<file path="config.mk">
export PLATFORM = sky130hd
export DESIGN_NAME = cia_sp_peer
export DESIGN_NICKNAME = d
export VERILOG_FILES = /design/src/rtl/cia_sp_peer.sv
export SDC_FILE = /design/constraint.sdc
export NUM_CORES = 1
export LEC_CHECK = 0
export BUFFER_PORTS_ARGS = -buffer_cell sky130_fd_sc_hd__buf_4
export CORE_MARGIN = 4
export CORE_UTILIZATION = 25
export CTS_CLUSTER_DIAMETER = 200
export DETAILED_ROUTE_END_ITERATION = 16
export PLACE_DENSITY = 0.45
export SYNTH_ARGS = -nofsm -noshare
export SYNTH_HDL_FRONTEND = slang
export SYNTH_SLANG_ARGS = --single-unit
</file>
<file path="constraint.sdc">
create_clock -name clk -period 4.7 [get_ports clk]
set_input_delay 0.47 -clock clk [delete_from_list [all_inputs] [get_ports clk]]
set_output_delay 0.47 -clock clk [all_outputs]
set_load 0.005 [all_outputs]
</file>
<file path="src/rtl/cia_sp_peer.sv">
// Serial-port peer for a CIA SP/CNT link: drives CNT/SP to send a byte MSB first,
// or samples SP on CNT rising edges to receive one, with overrun and partial-byte timeout.
module cia_sp_peer #(
    parameter int TIMEOUT     = 1024,
    parameter int SYNC_STAGES = 2
) (
    input  logic       clk,
    input  logic       res_n,
    input  logic       mode_tx,
    input  logic [7:0] half_period,
    input  logic       cnt_in,
    input  logic       sp_in,
    output logic       cnt_out,
    output logic       cnt_oe,
    output logic       sp_out,
    output logic       sp_oe,
    input  logic [7:0] tx_data,
    input  logic       tx_valid,
    output logic       tx_ready,
    output logic       tx_done,
    output logic [7:0] rx_data,
    output logic       rx_valid,
    input  logic       rx_ready,
    output logic       rx_overrun,
    output logic       busy
);
    localparam int TW = (TIMEOUT < 2) ? 1 : $clog2(TIMEOUT);
    localparam logic [TW-1:0] IDLE_LAST = TW'(TIMEOUT - 1);

    typedef enum logic [1:0] {S_IDLE, S_HI, S_LO} tx_state_t;

    // Input synchronisers
    logic [SYNC_STAGES-1:0] cnt_sync_q, cnt_sync_d;
    logic [SYNC_STAGES-1:0] sp_sync_q, sp_sync_d;
    logic                   cnt_prev_q;
    logic                   cnt_s, sp_s, cnt_rise;

    generate
        if (SYNC_STAGES == 1) begin : g_sync1
            assign cnt_sync_d = cnt_in;
            assign sp_sync_d  = sp_in;
        end else begin : g_syncn
            assign cnt_sync_d = {cnt_sync_q[SYNC_STAGES-2:0], cnt_in};
            assign sp_sync_d  = {sp_sync_q[SYNC_STAGES-2:0], sp_in};
        end
    endgenerate

    assign cnt_s    = cnt_sync_q[SYNC_STAGES-1];
    assign sp_s     = sp_sync_q[SYNC_STAGES-1];
    assign cnt_rise = cnt_s & ~cnt_prev_q & ~mode_tx;

    // Receive state
    logic [6:0]    rx_shift_q;
    logic [2:0]    rx_cnt_q;
    logic [TW-1:0] idle_q;
    logic [7:0]    rx_data_q;
    logic          rx_valid_q, rx_overrun_q;
    logic          rx_accept, byte_done, byte_drop;

    assign rx_accept = rx_valid_q & rx_ready;
    assign byte_done = cnt_rise & (rx_cnt_q == 3'd7);
    assign byte_drop = byte_done & rx_valid_q & ~rx_ready;

    always_ff @(posedge clk or negedge res_n) begin
        if (!res_n) begin
            cnt_sync_q   <= '1;
            sp_sync_q    <= '1;
            cnt_prev_q   <= 1'b1;
            rx_shift_q   <= '0;
            rx_cnt_q     <= '0;
            idle_q       <= '0;
            rx_data_q    <= '0;
            rx_valid_q   <= 1'b0;
            rx_overrun_q <= 1'b0;
        end else begin
            cnt_sync_q <= cnt_sync_d;
            sp_sync_q  <= sp_sync_d;
            cnt_prev_q <= cnt_s;

            if (mode_tx) begin
                rx_cnt_q   <= '0;
                rx_shift_q <= '0;
                idle_q     <= '0;
            end else if (cnt_rise) begin
                rx_shift_q <= {rx_shift_q[5:0], sp_s};
                rx_cnt_q   <= rx_cnt_q + 3'd1;
                idle_q     <= '0;
            end else if (rx_cnt_q != 3'd0) begin
                // Stalled partial byte: drop it so the next byte starts aligned
                if (idle_q == IDLE_LAST) begin
                    rx_cnt_q   <= '0;
                    rx_shift_q <= '0;
                    idle_q     <= '0;
                end else begin
                    idle_q <= idle_q + 1'b1;
                end
            end else begin
                idle_q <= '0;
            end

            if (byte_done && !byte_drop) begin
                rx_data_q  <= {rx_shift_q, sp_s};
                rx_valid_q <= 1'b1;
            end else if (rx_accept) begin
                rx_valid_q <= 1'b0;
            end

            if (rx_accept) begin
                rx_overrun_q <= 1'b0;
            end else if (byte_drop) begin
                rx_overrun_q <= 1'b1;
            end
        end
    end

    // Transmit FSM
    tx_state_t  state_q;
    logic [7:0] h_q, phase_q, tx_byte_q;
    logic [2:0] bit_idx_q;
    logic       cnt_out_q, sp_out_q, tx_done_q, run_q;
    logic [7:0] h_d;
    logic       phase_last, tx_ready_w;

    assign h_d        = (half_period == 8'd0) ? 8'd1 : half_period;
    assign phase_last = (phase_q == h_q - 8'd1);
    assign tx_ready_w = mode_tx & run_q & (state_q == S_IDLE);

    always_ff @(posedge clk or negedge res_n) begin
        if (!res_n) begin
            state_q   <= S_IDLE;
            h_q       <= 8'd1;
            phase_q   <= '0;
            tx_byte_q <= '0;
            bit_idx_q <= '0;
            cnt_out_q <= 1'b1;
            sp_out_q  <= 1'b1;
            tx_done_q <= 1'b0;
            run_q     <= 1'b0;
        end else begin
            run_q     <= 1'b1;
            tx_done_q <= 1'b0;
            if (!mode_tx) begin
                state_q   <= S_IDLE;
                cnt_out_q <= 1'b1;
                sp_out_q  <= 1'b1;
            end else begin
                case (state_q)
                    S_IDLE: begin
                        if (tx_valid && tx_ready_w) begin
                            tx_byte_q <= tx_data;
                            sp_out_q  <= tx_data[7];
                            bit_idx_q <= '0;
                            phase_q   <= '0;
                            h_q       <= h_d;
                            state_q   <= S_HI;
                        end
                    end
                    S_HI: begin
                        if (phase_last) begin
                            cnt_out_q <= 1'b0;
                            phase_q   <= '0;
                            state_q   <= S_LO;
                        end else begin
                            phase_q <= phase_q + 8'd1;
                        end
                    end
                    S_LO: begin
                        if (phase_last) begin
                            cnt_out_q <= 1'b1;
                            phase_q   <= '0;
                            if (bit_idx_q == 3'd7) begin
                                sp_out_q  <= 1'b1;
                                tx_done_q <= 1'b1;
                                state_q   <= S_IDLE;
                            end else begin
                                // SP moves only together with the CNT rising edge
                                sp_out_q  <= tx_byte_q[6];
                                tx_byte_q <= {tx_byte_q[6:0], 1'b0};
                                bit_idx_q <= bit_idx_q + 3'd1;
                                state_q   <= S_HI;
                            end
                        end else begin
                            phase_q <= phase_q + 8'd1;
                        end
                    end
                    default: state_q <= S_IDLE;
                endcase
            end
        end
    end

    assign cnt_oe     = mode_tx;
    assign sp_oe      = mode_tx;
    assign cnt_out    = cnt_out_q;
    assign sp_out     = sp_out_q;
    assign tx_ready   = tx_ready_w;
    assign tx_done    = tx_done_q;
    assign rx_data    = rx_data_q;
    assign rx_valid   = rx_valid_q;
    assign rx_overrun = rx_overrun_q;
    assign busy       = (state_q != S_IDLE) | (rx_cnt_q != 3'd0);

endmodule

</file>
Yosys cells after proc, flatten, opt, wreduce, memory -nomap -nowiden --
Cells that the tools add are included.
Cells by class: $add $sub $neg 5, eq/ne operators 14, multiplexer cells 47, bitwise logic cells 12, reduce and logical (&&, ||, !) cells 21
Operator list (count):
- $mux W7 | 7
- $mux W10 | 4
- $mux W8 | 3
- $mux W3 | 7
- $mux W1 | 16
- $pmux W8 S2 | 1
- $reduce_and A3 Y1 | 5
- $pmux W7 S2 | 1
- $add A10 B1 Y10 const B | 1
- $eq A10 B10 Y1 const B | 1
- $reduce_bool A2 Y1 | 5
- $reduce_bool A3 Y1 | 3
- $add A8 B1 Y8 const B | 1
- $and A1 B1 Y1 | 8
- $eq A8 B8 Y1 | 1
- $logic_not A8 Y1 | 1
- $mux W2 | 4
- $sub A8 B1 Y8 const B | 1
- $add A3 B1 Y3 const B | 2
- $eq A3 B3 Y1 const B | 2
- $ne A3 B1 Y1 const B | 2
- $ne A3 B3 Y1 const B | 2
- $pmux W2 S3 | 1
- $pmux W3 S2 | 1
- 14 further kinds | 19
Storage, ports and cells: register bits after elaboration 67

Longest topological paths before layout --
Gate-level depths: netlist of the first run.
word-level depth 9, depth in mapped cells 11, depth with buffers taken out 9

Worst setup path after synthesis of the first run --
No wires, ideal clock.
path kind reg2reg, from reg h_q[0], to reg phase_q[3], library setup time 0.090 ns, arrival 2.320 ns, path slack 2.290 ns, stages on the path, launching flop included 12, path buffers 3, cells stage by stage dfstp_2 inv_1 ha_1 clkbuf_1 xor2_1 o211ai_1 and4b_1 buf_6 and2_4 or3_1 buf_2 o31ai_4
Between the ends: word-level cells in the longest chain between the ends 4
RTL lines:
- start, declared | RTL line 118 | logic [7:0] h_q, phase_q, tx_byte_q;
- start signal, assigned | RTL line 131 | h_q <= 8'd1;
- start signal, assigned | RTL line 154 | h_q <= h_d;
- $sub A8 B1 Y8 | RTL line 125 | assign phase_last = (phase_q == h_q - 8'd1);
- $eq A8 B8 Y1 | RTL line 125
- $mux W8 | RTL line 159, 168
- $pmux W8 S2 | RTL line 147 | case (state_q)
- end signal, assigned | RTL line 164 | phase_q <= phase_q + 8'd1;
- end signal, assigned | RTL line 183 | phase_q <= phase_q + 8'd1;
- end, declared | RTL line 118
Every way passes these cells. A chain may end at the register's enable or synchronous reset.

Worst setup path after layout of the first run --
from reg state_q[0], to reg tx_byte_q[2]
Between the ends: word-level cells in the longest chain between the ends 5, elaborated cells on any way between the ends 10
RTL lines:
- start, declared | RTL line 117 | tx_state_t state_q;
- start signal, assigned | RTL line 130 | state_q <= S_IDLE;
- start signal, assigned | RTL line 143 | state_q <= S_IDLE;
- start signal, assigned | RTL line 155 | state_q <= S_HI;
- $logic_not A2 Y1 | RTL line 126, 147
- $and A1 B1 Y1 | RTL line 126 | assign tx_ready_w = mode_tx & run_q & (state_q == S_IDLE);
- $logic_and A1 B1 Y1 | RTL line 149 | if (tx_valid && tx_ready_w) begin
- $ne A2 B1 Y1 (no line)
- $reduce_and A5 Y1 (no line)
- end signal, assigned | RTL line 150 | tx_byte_q <= tx_data;
- end signal, assigned | RTL line 178 | tx_byte_q <= {tx_byte_q[6:0], 1'b0};
- end, declared | RTL line 118
Parallel ways exist; a longest one is shown, timed or not.

==> results.cfg, run 1 <==
[synth]
synth_area_leaders = dfrtp_1, dfstp_2, mux2_2
yosysUniqueCellTypes = 53
yosysTopAreaCell = dfrtp_1
ys_seq_area_share_pct = 49.9
ys_ff_latch = 67
async_flop_share_pct = 100
ys.warnings.count = 0
syn_avg_cell_area_um2 = 10.6
syn_inst = 320
dominantRegCellSynth = dfrtp_1
syn_area_um2 = 3380
synth_top_area_share_pct = 43.7
synth-edff-count = 0
synthesis.nets = 356

[timing]
setup_viol = 0
finalClockSkew_ns = 0.00989
drv_slew = 0
worst_pin_slew_ns = 0.939
slew_headroom_pct = 36.9
finalCritPeriodShare_pct = 68.8
hold_viol_final = 0
finalSetupTns_ns = 0
hold_slack_ns = 0.240
rsz0062_at_grt = no
max_freq_ghz = 0.309
period_needed_ns = 3.23
worst_slack_ns = 1.47

[cells_and_area]
final_cell_mix = dfrtp_1, buf_4, nand3_1
n_antenna_cell = 0
fin_nets = 390
fillers = 1381
area_delta_synth_final_pct = 20.8
drive_gt1_share_pct = 23.4
layout_commonest_cell = dfrtp_1

[critical_path]
end_kind = register
crit_fanout = 12
rr_worst_depth = 8
reg2reg_from = state_q[0]
cp.required_ns = 4.97
worstReg2RegEnd = tx_byte_q[2]
critPathKind = register to register
rrSetupSlack_ns = 1.47
arrival_ns = 3.50
startpoint_type = register

[power]
p_seq_share_pct = 46.3
p_comb_share_pct = 13.5
p_leak_uw = 0.00181
p_sw_share_pct = 27.2
power.switching_uw = 406
pwr-share-clk_pct = 40.2
powerDensity_nw_per_um2 = 366
power.internal_uw = 1090
ir_worst_vdd_mv = 0.175
p_total_uw = 1490

[worst_hold_path]
hold_path_class = input pin to register
hp-start = sp_in
holdPathStages = 1
hold_path_end = sp_sync_q[0]

[cts]
post_cts_buffers = 0
cts_root_buffer = clkbuf_16
clk_path_buf_depth = 2
cts_max_level = 3
cts_tree = built
clock_sink_count = 67
clock_latency_ns = 0.33
clkSlewWorstSetupHoldPaths_ns = 0.05
cts_resized = 0
cts-hold-fix-buffers = 0
cts_buffers = 9

[global_route]
grt_max_degree = 68
antenna_found_initial = 0
grt_pass1_vias = 2584
grt_pass1_wl_mm = 12.8
grt_util_all_layers_pct = 10.1
overflow = 0

[run]
drv_cap = 0

[placement]
place_ws_ns = 1.51
gp_congestion = 0.789
dp.final_hpwl_mm = 5.23
port_buffers = 39

[route]
drt_iter0_drc = 144
wl_per_cell_um = 14.1
vias = 2530
remaining_drc_errors = 0
viasPerCell = 4.73
postRouteAntennaNets = 0
wl_mm = 7.56
drt_first_pass_iters = 5

[floorplanning]
die_w_um = 124
dieArea_um2 = 15500
pin_count = 40
num_rows = 42
coreArea_um2 = 13200
die_h_um = 124
start_util_pct = 25.5

[outcome]
status = complete, no violations
-- stage by stage --
stage	area [um2]	std cells	utilization [%]
after global routing	4090	535	30.8
after global placement	3820	519	28.8
after floorplan	3380	320	-
after CTS	4090	535	30.8
after detailed placement	3820	519	28.8
final	4090	535	30.8
-- cell type report --
type	count	area (um2)	share of cell area, %
well taps	176	220	5.39
inverters	13	48.8	1.19
repair buffers	40	300	7.35
clock buffers	13	240	5.88
multi-input cells	223	1560	38.3
flip-flops and latches	67	1690	41.3
clock inverters	3	25.0	0.613
-- per-layer routing --
metal,track usage [%],routed length [um],vias up
li1,-,-,1221
met1,13.2,3560,1233
met2,15.6,3560,69
met3,3.82,386,7
met4,2.90,55,0
met5,0,0,-
-- registers in the layout, indices dropped and copies added (netlist names) --
register / count
rx_shift_q: 7
rx_overrun: 1
h_q: 8
cnt_out: 1
tx_byte_q: 7
rx_cnt_q: 3
phase_q: 8
sp_out: 1
state_q: 2
sp_sync_q: 2
cnt_sync_q: 2
tx_done: 1
idle_q: 10
run_q: 1
rx_data: 8
cnt_prev_q: 1
rx_valid: 1
bit_idx_q: 3
-- synthesized netlist by cell type, drive strengths merged, types with 3 or more instances --
cell type,count
dfrtp,59
nand3,29
nand2,21
nor2,17
mux2,16
ha,13
inv,13
o21ai,13
nand4,11
clkbuf,10
a22o,9
xor2,9
dfstp,8
xnor2,8
a21oi,7
a22oi,7
and3,7
buf,7
a211oi,6
nand2b,4
nor3,4
or3,4
a31oi,3
and2,3
nand3b,3
nor2b,3
nor4,3
o211ai,3
-- kinds of logic after synthesis --
logic type,Yosys count,share of synthesized area [%]
buffers and inverters,30,3.88
adder cells (fa/ha/maj),13,4.81
multiplexers,17,5.62
AND/OR/NAND/NOR,113,18.0
XOR/XNOR,17,4.40
AO/OA/AOI/OAI,62,13.3
other,1,0.111
flip-flops,67,49.9
-- power by group through the flow --
stage / sequential, uW / combinational (uW) / clock [uW]
after detailed placement: 701 / 205 / 0
final: 691 / 202 / 601
after floorplan: 680 / 150 / 0
after global placement: 698 / 201 / 0
after CTS: 691 / 205 / 623
after global routing: 698 / 229 / 652
-- worst max-delay path, cell delays in order, from the launching register on --
cell,delay [ns]
dfrtp_1,0.44
inv_1,0.13
ha_1,0.32
nand4_1,0.57
and2_1,0.45
or3_1,0.54
nor2_1,0.46
a22oi_1,0.13
nand3_1,0.12
-- worst max-delay path by stage --
stage	start	to
after CTS	state_q[0]	tx_byte_q[2]
final	state_q[0]	tx_byte_q[2]
after floorplan	h_q[0]	phase_q[3]
after global placement	state_q[0]	tx_byte_q[1]
after detailed placement	state_q[0]	tx_byte_q[2]
after global routing	state_q[0]	tx_byte_q[3]
Power figures use the tool's default switching activity.
==> inputs of run 2 (changes only) <==
- PLACE_DENSITY: 0.45 -> 0.46
- clock period: 4.7 -> 2.9 ns (I/O delays scaled with it)
==> run 2 against run 1 <==
Worst hold slack worse by 0.18 ns; fmax is 24% higher; combinational power is 64% higher; cell count is 0.93% higher; clock skew is 0.0036 ns lower.
==> results.cfg, run 2 (synthesis results as in run 1) <==
[global_route]
grt_util_all_layers_pct = 10.3
grt_pass1_vias = 2504
grt_pass1_wl_mm = 13.1
overflow = 0
antenna_found_initial = 0
grt_max_degree = 68

[route]
wl_mm = 7.58
wl_per_cell_um = 14.0
postRouteAntennaNets = 0
drt_first_pass_iters = 4
vias = 2509
drt_iter0_drc = 137
remaining_drc_errors = 0
viasPerCell = 4.65

[power]
p_seq_share_pct = 42.6
power.switching_uw = 682
p_sw_share_pct = 26.0
pwr-share-clk_pct = 44.7
ir_worst_vdd_mv = 0.361
powerDensity_nw_per_um2 = 627
power.internal_uw = 1940
p_total_uw = 2620
p_leak_uw = 0.00187
p_comb_share_pct = 12.6

[cells_and_area]
drive_gt1_share_pct = 25.5
fillers = 1406
layout_commonest_cell = dfrtp_1
final_cell_mix = dfrtp_1, buf_4, nand3_1
n_antenna_cell = 0
largest_reg_flops = 10
largest_register = idle_q
regArea_um2 = 1690
fin_nets = 395
area_delta_synth_final_pct = 23.6
multi_input_area_um2 = 1570

[timing]
setup_viol = 0
worst_pin_slew_ns = 0.861
slew_headroom_pct = 42.6
rsz0062_at_grt = no
finalSetupTns_ns = 0
hold_viol_final = 0
finalClockSkew_ns = 0.00629
drv_slew = 0
period_needed_ns = 2.61
finalCritPeriodShare_pct = 90.2
max_freq_ghz = 0.382

[cts]
cts_tree = built
cts_root_buffer = clkbuf_16
clock_latency_ns = 0.33
clkSlewWorstSetupHoldPaths_ns = 0.06
post_cts_buffers = 0
cts_buffers = 9
cts-hold-fix-buffers = 0
cts_max_level = 3
clk_path_buf_depth = 2
clock_sink_count = 67

[outcome]
status = complete, no violations

[floorplanning]
dieArea_um2 = 15500
num_rows = 42
die_h_um = 124
pin_count = 40
start_util_pct = 25.5
coreArea_um2 = 13200
die_w_um = 124

[critical_path]
rr_worst_depth = 8
critPathLaunch = h_q[0]
crit_fanout = 11
crit_path_top_delay_cell = dfstp_2
cp.required_ns = 3.14
endpoint = phase_q[3]
worstReg2RegEnd = phase_q[3]
rrSetupSlack_ns = 0.29
slowest_delay_ns = 0.57
critPathKind = register to register
startpoint_type = register
reg2reg_from = h_q[0]
end_kind = register
cp_cell_sequence = inv_1 -> ha_1 -> xor2_1 -> o211ai_1 -> and4b_1 -> and2_4 -> or3_1 -> o31ai_4
arrival_ns = 2.86

[placement]
gp_congestion = 0.798
dp.final_hpwl_mm = 5.32
port_buffers = 39

[worst_hold_path]
hold_path_class = input pin to register

[run]
drv_cap = 0
-- run 2: worst min-delay path by stage --
stage | start | to | cells after the start
floorplan | res_n | bit_idx_q[0] | 0
global route | sp_in | sp_sync_q[0] | 1
CTS | sp_in | sp_sync_q[0] | 1
global placement | sp_sync_q[0] | sp_sync_q[1] | 0
detailed placement | cnt_sync_q[0] | cnt_sync_q[1] | 0
finish | sp_in | sp_sync_q[0] | 1
-- run 2: area by class of cell --
cell class,instances,area share (%)
Clock buffer,10,5.48
Clock inverter,6,2.16
Inverter,13,1.17
Multi-Input combinational cell,223,37.5
Sequential cell,67,40.3
Tap cell,176,5.27
Timing Repair Buffer,45,8.08
-- run 2: per-stage QoR --
step | utilization, % | hold slack, ns | instance area (um2) | setup WS (ns) | cells
6_report | 31.6 | 0.0622 | 4180 | 0.286 | 540
5_1_grt | 31.6 | 0.0460 | 4180 | 0.0802 | 540
4_1_cts | 31.5 | 0.0462 | 4180 | 0.205 | 540
3_5_place_dp | 29.1 | 0.348 | 3860 | 0.247 | 524
3_3_place_gp | 29.1 | 0.347 | 3860 | 0.299 | 524
2_1_floorplan | - | -0.00559 | 3380 | 0.490 | 320
-- run 2: per-layer routing --
layer,up-vias,wire [um],GRT usage (%)
met3,5,344,3.73
met2,49,3360,14.9
met5,-,0,0
met4,0,76,2.58
met1,1224,3810,14.6
li1,1231,-,-
-- run 2: worst max-delay path: cells and delay by family, from the launching register on --
family / cells / cell delay [ns]
buf+inv: 1 / 0.07
fa+ha+maj: 1 / 0.31
xor+xnor: 1 / 0.20
simple gates: 3 / 1.04
compound gates: 2 / 0.34
flops: 1 / 0.57
-- run 2: power by group through the flow --
stage / clock network, uW / registers (uW) / logic (uW)
2_1_floorplan: 0 / 1100 / 244
3_3_place_gp: 0 / 1130 / 328
3_5_place_dp: 0 / 1140 / 334
4_1_cts: 1220 / 1120 / 337
5_1_grt: 1260 / 1130 / 380
6_report: 1170 / 1120 / 331
-- run 2: timing repair --
action / 4_1_cts / 5_1_grt
endpoints found under the hold margin: 0 / 0
setup endpoints to repair: 0 / 1
gates resized for setup: 0 / 2
==> inputs of run 3 (changes only) <==
--- a/config.mk
+++ b/config.mk
@@ -6,4 +6,5 @@
 export NUM_CORES = 1
 export LEC_CHECK = 0
+export ABC_AREA = 1
 export BUFFER_PORTS_ARGS = -buffer_cell sky130_fd_sc_hd__buf_4
 export CORE_MARGIN = 4
==> constraint.sdc (replaced) <==
create_clock -name clk -period 2.9 [get_ports clk]
set_input_delay 0.58 -clock clk [delete_from_list [all_inputs] [get_ports clk]]
set_output_delay 0.58 -clock clk [all_outputs]
set_load 0.005 [all_outputs]
==> run 3 against run 2 <==
Critical path depth increased by 3; clock skew increased by 0.0041 ns; register-to-register slack better by 0.10 ns; die area shrank 1.5%; wire length is 9.8% lower; critical path type unchanged; largest cell class unchanged.
==> results.cfg, run 3 <==
[outcome]
status = complete, no violations

[cells_and_area]
stdcell_area_um2 = 4090
final_cell_mix = nand2_1, dfrtp_1, inv_1
drive_gt1_share_pct = 20.3
largest_reg_flops = 10
largest_register = idle_q
n_antenna_cell = 0
fillers = 1362
layout_commonest_cell = nand2_1
fin_nets = 459
area_delta_synth_final_pct = 22.8

[timing]
rsz0062_at_grt = no
drv_slew = 0
slew_headroom_pct = 40.6
setup_viol = 0
worst_pin_slew_ns = 0.891
finalClockSkew_ns = 0.0104
finalCritPeriodShare_pct = 86.6
period_needed_ns = 2.51
finalSetupTns_ns = 0
hold_viol_final = 0
max_freq_ghz = 0.398

[synth]
synth_area_leaders = dfrtp_1, nand2_1, dfstp_2
synth-edff-count = 0
syn_inst = 380
ys_seq_area_share_pct = 50.7
synth_top_area_share_pct = 44.3
yosys-top-cells-count = nand2_1, dfrtp_1, inv_1
syn_area_um2 = 3330
ys.warnings.count = 0
ys_ff_latch = 67
synthesis.nets = 416
yosysMostFrequentCell = nand2_1
syn_avg_cell_area_um2 = 8.76
yosysUniqueCellTypes = 32
async_flop_share_pct = 100
yosysTopAreaCell = dfrtp_1
dominantRegCellSynth = dfrtp_1

[floorplanning]
dieArea_um2 = 15200
pin_count = 40
die_h_um = 123
die_w_um = 123
coreArea_um2 = 12800
start_util_pct = 26.0
num_rows = 41

[critical_path]
reg2reg_from = state_q[0]
startpoint_type = register
crit_fanout = 20
rr_worst_depth = 11
arrival_ns = 2.72
rrSetupSlack_ns = 0.39
end_kind = register
critPathKind = register to register
endpoint = bit_idx_q[0]
critPathLaunch = state_q[0]
worstReg2RegEnd = bit_idx_q[0]
cp.required_ns = 3.11

[placement]
port_buffers = 39
dp.final_hpwl_mm = 4.75
post_dp_cell_area_um2 = 3790
gp_congestion = 0.725

[cts]
cts_resized = 0
clkSlewWorstSetupHoldPaths_ns = 0.05
cts_buffers = 9
post_cts_buffers = 0
cts_root_buffer = clkbuf_16
cts-hold-fix-buffers = 0
clock_sink_count = 67
clk_path_buf_depth = 2
cts_tree = built
cts_max_level = 3
clock_latency_ns = 0.33

[run]
drv_cap = 0

[route]
wl_per_cell_um = 11.4
drt_first_pass_iters = 4
drt_iter0_drc = 116
vias = 2518
viasPerCell = 4.20
remaining_drc_errors = 0
wl_mm = 6.84
postRouteAntennaNets = 0

[global_route]
grt_pass1_wl_mm = 11.9
grt_util_all_layers_pct = 9.88
grt_max_degree = 68
grt_pass1_vias = 2596
overflow = 0
antenna_found_initial = 0

[power]
powerDensity_nw_per_um2 = 827
ir_worst_vdd_mv = 0.228
p_leak_uw = 0.00196

[worst_hold_path]
hold_path_class = input pin to asynchronous set/reset pin
## run 3: changes by cell type after synthesis, moves of 7 or more
cell     delta
mux2_2     -16
o22ai_1     +7
a22o_1      -9
inv_1      +36
nand2_1    +72
nand3_1    -17
o21ai_0    +12
o21ai_2    +10
nor2_1     +16
## run 3: metrics by stage
stage          hold slack, ns  util (%)  setup WS, ns  cells  total power (uW)
3_5_place_dp            0.349      29.6         0.375    584              2310
3_3_place_gp            0.346      29.6         0.338    584              2300
4_1_cts                 0.340      31.9         0.340    600              3420
2_1_floorplan           0.284         -         0.963    380              2050
5_1_grt                 0.338      31.9        0.0454    600              3650
6_report                0.350      31.9         0.390    600              3380
## run 3: worst max-delay path: stages (launching register included)
cell     delay (ns)
dfrtp_1        0.44
inv_1          0.10
ha_1           0.21
inv_1          0.10
nor2_1         0.21
nand2_2        0.23
inv_1          0.23
nor2_1         0.08
inv_1          0.10
nand3_2        0.40
nand2_1        0.21
o21ai_2        0.07
## run 3: kinds of logic (layout without fill, tap and decap cells)
kind of cell	count (synthesis)	in the layout	synth area share, %
buffers and inverters	58	106	7.33
adder cells (fa/ha/maj)	13	13	4.89
flip-flops	67	67	50.7
XOR/XNOR	10	10	2.63
AND/OR/NAND/NOR	171	171	22.4
AO/OA/AOI/OAI	53	53	9.88
other	1	1	0.113
multiplexers	7	7	2.10
## run 3: power by group
part | internal (uW) | switching (uW) | total (uW)
registers | 1110 | 130 | 1240
logic | 401 | 638 | 1040
clock network | 690 | 409 | 1100
total | 2200 | 1180 | 3380
## run 3: final cells by class
cell class | count | area, um2 | area share [%]
clock inverter | 4 | 51.3 | 1.25
multi-input combinational | 255 | 1400 | 34.2
timing repair buffer | 41 | 308 | 7.53
sequential | 67 | 1690 | 41.2
inverter | 49 | 184 | 4.50
tap | 172 | 215 | 5.26
clock buffer | 12 | 246 | 6.03
## run 3: routing by layer
metal,share of wire [%],track usage (%),up-vias
li1,-,-,1300
met1,49,13.0,1180
met2,45,14.7,29
met3,3.2,2.29,9
met4,2.1,5.81,0
met5,0,0,-
## run 3: worst min-delay path by stage
| stage | end | slack (ns) | cells past startpoint |
|---|---|---|---|
| 5_1_grt | sp_sync_q[0] | 0.34 | 1 |
| 4_1_cts | cnt_sync_q[0] | 0.34 | 1 |
| 3_3_place_gp | sp_sync_q[1] | 0.35 | 0 |
| 6_report | idle_q[0] | 0.35 | 1 |
| 2_1_floorplan | bit_idx_q[0] | 0.28 | 0 |
| 3_5_place_dp | cnt_sync_q[1] | 0.35 | 0 |
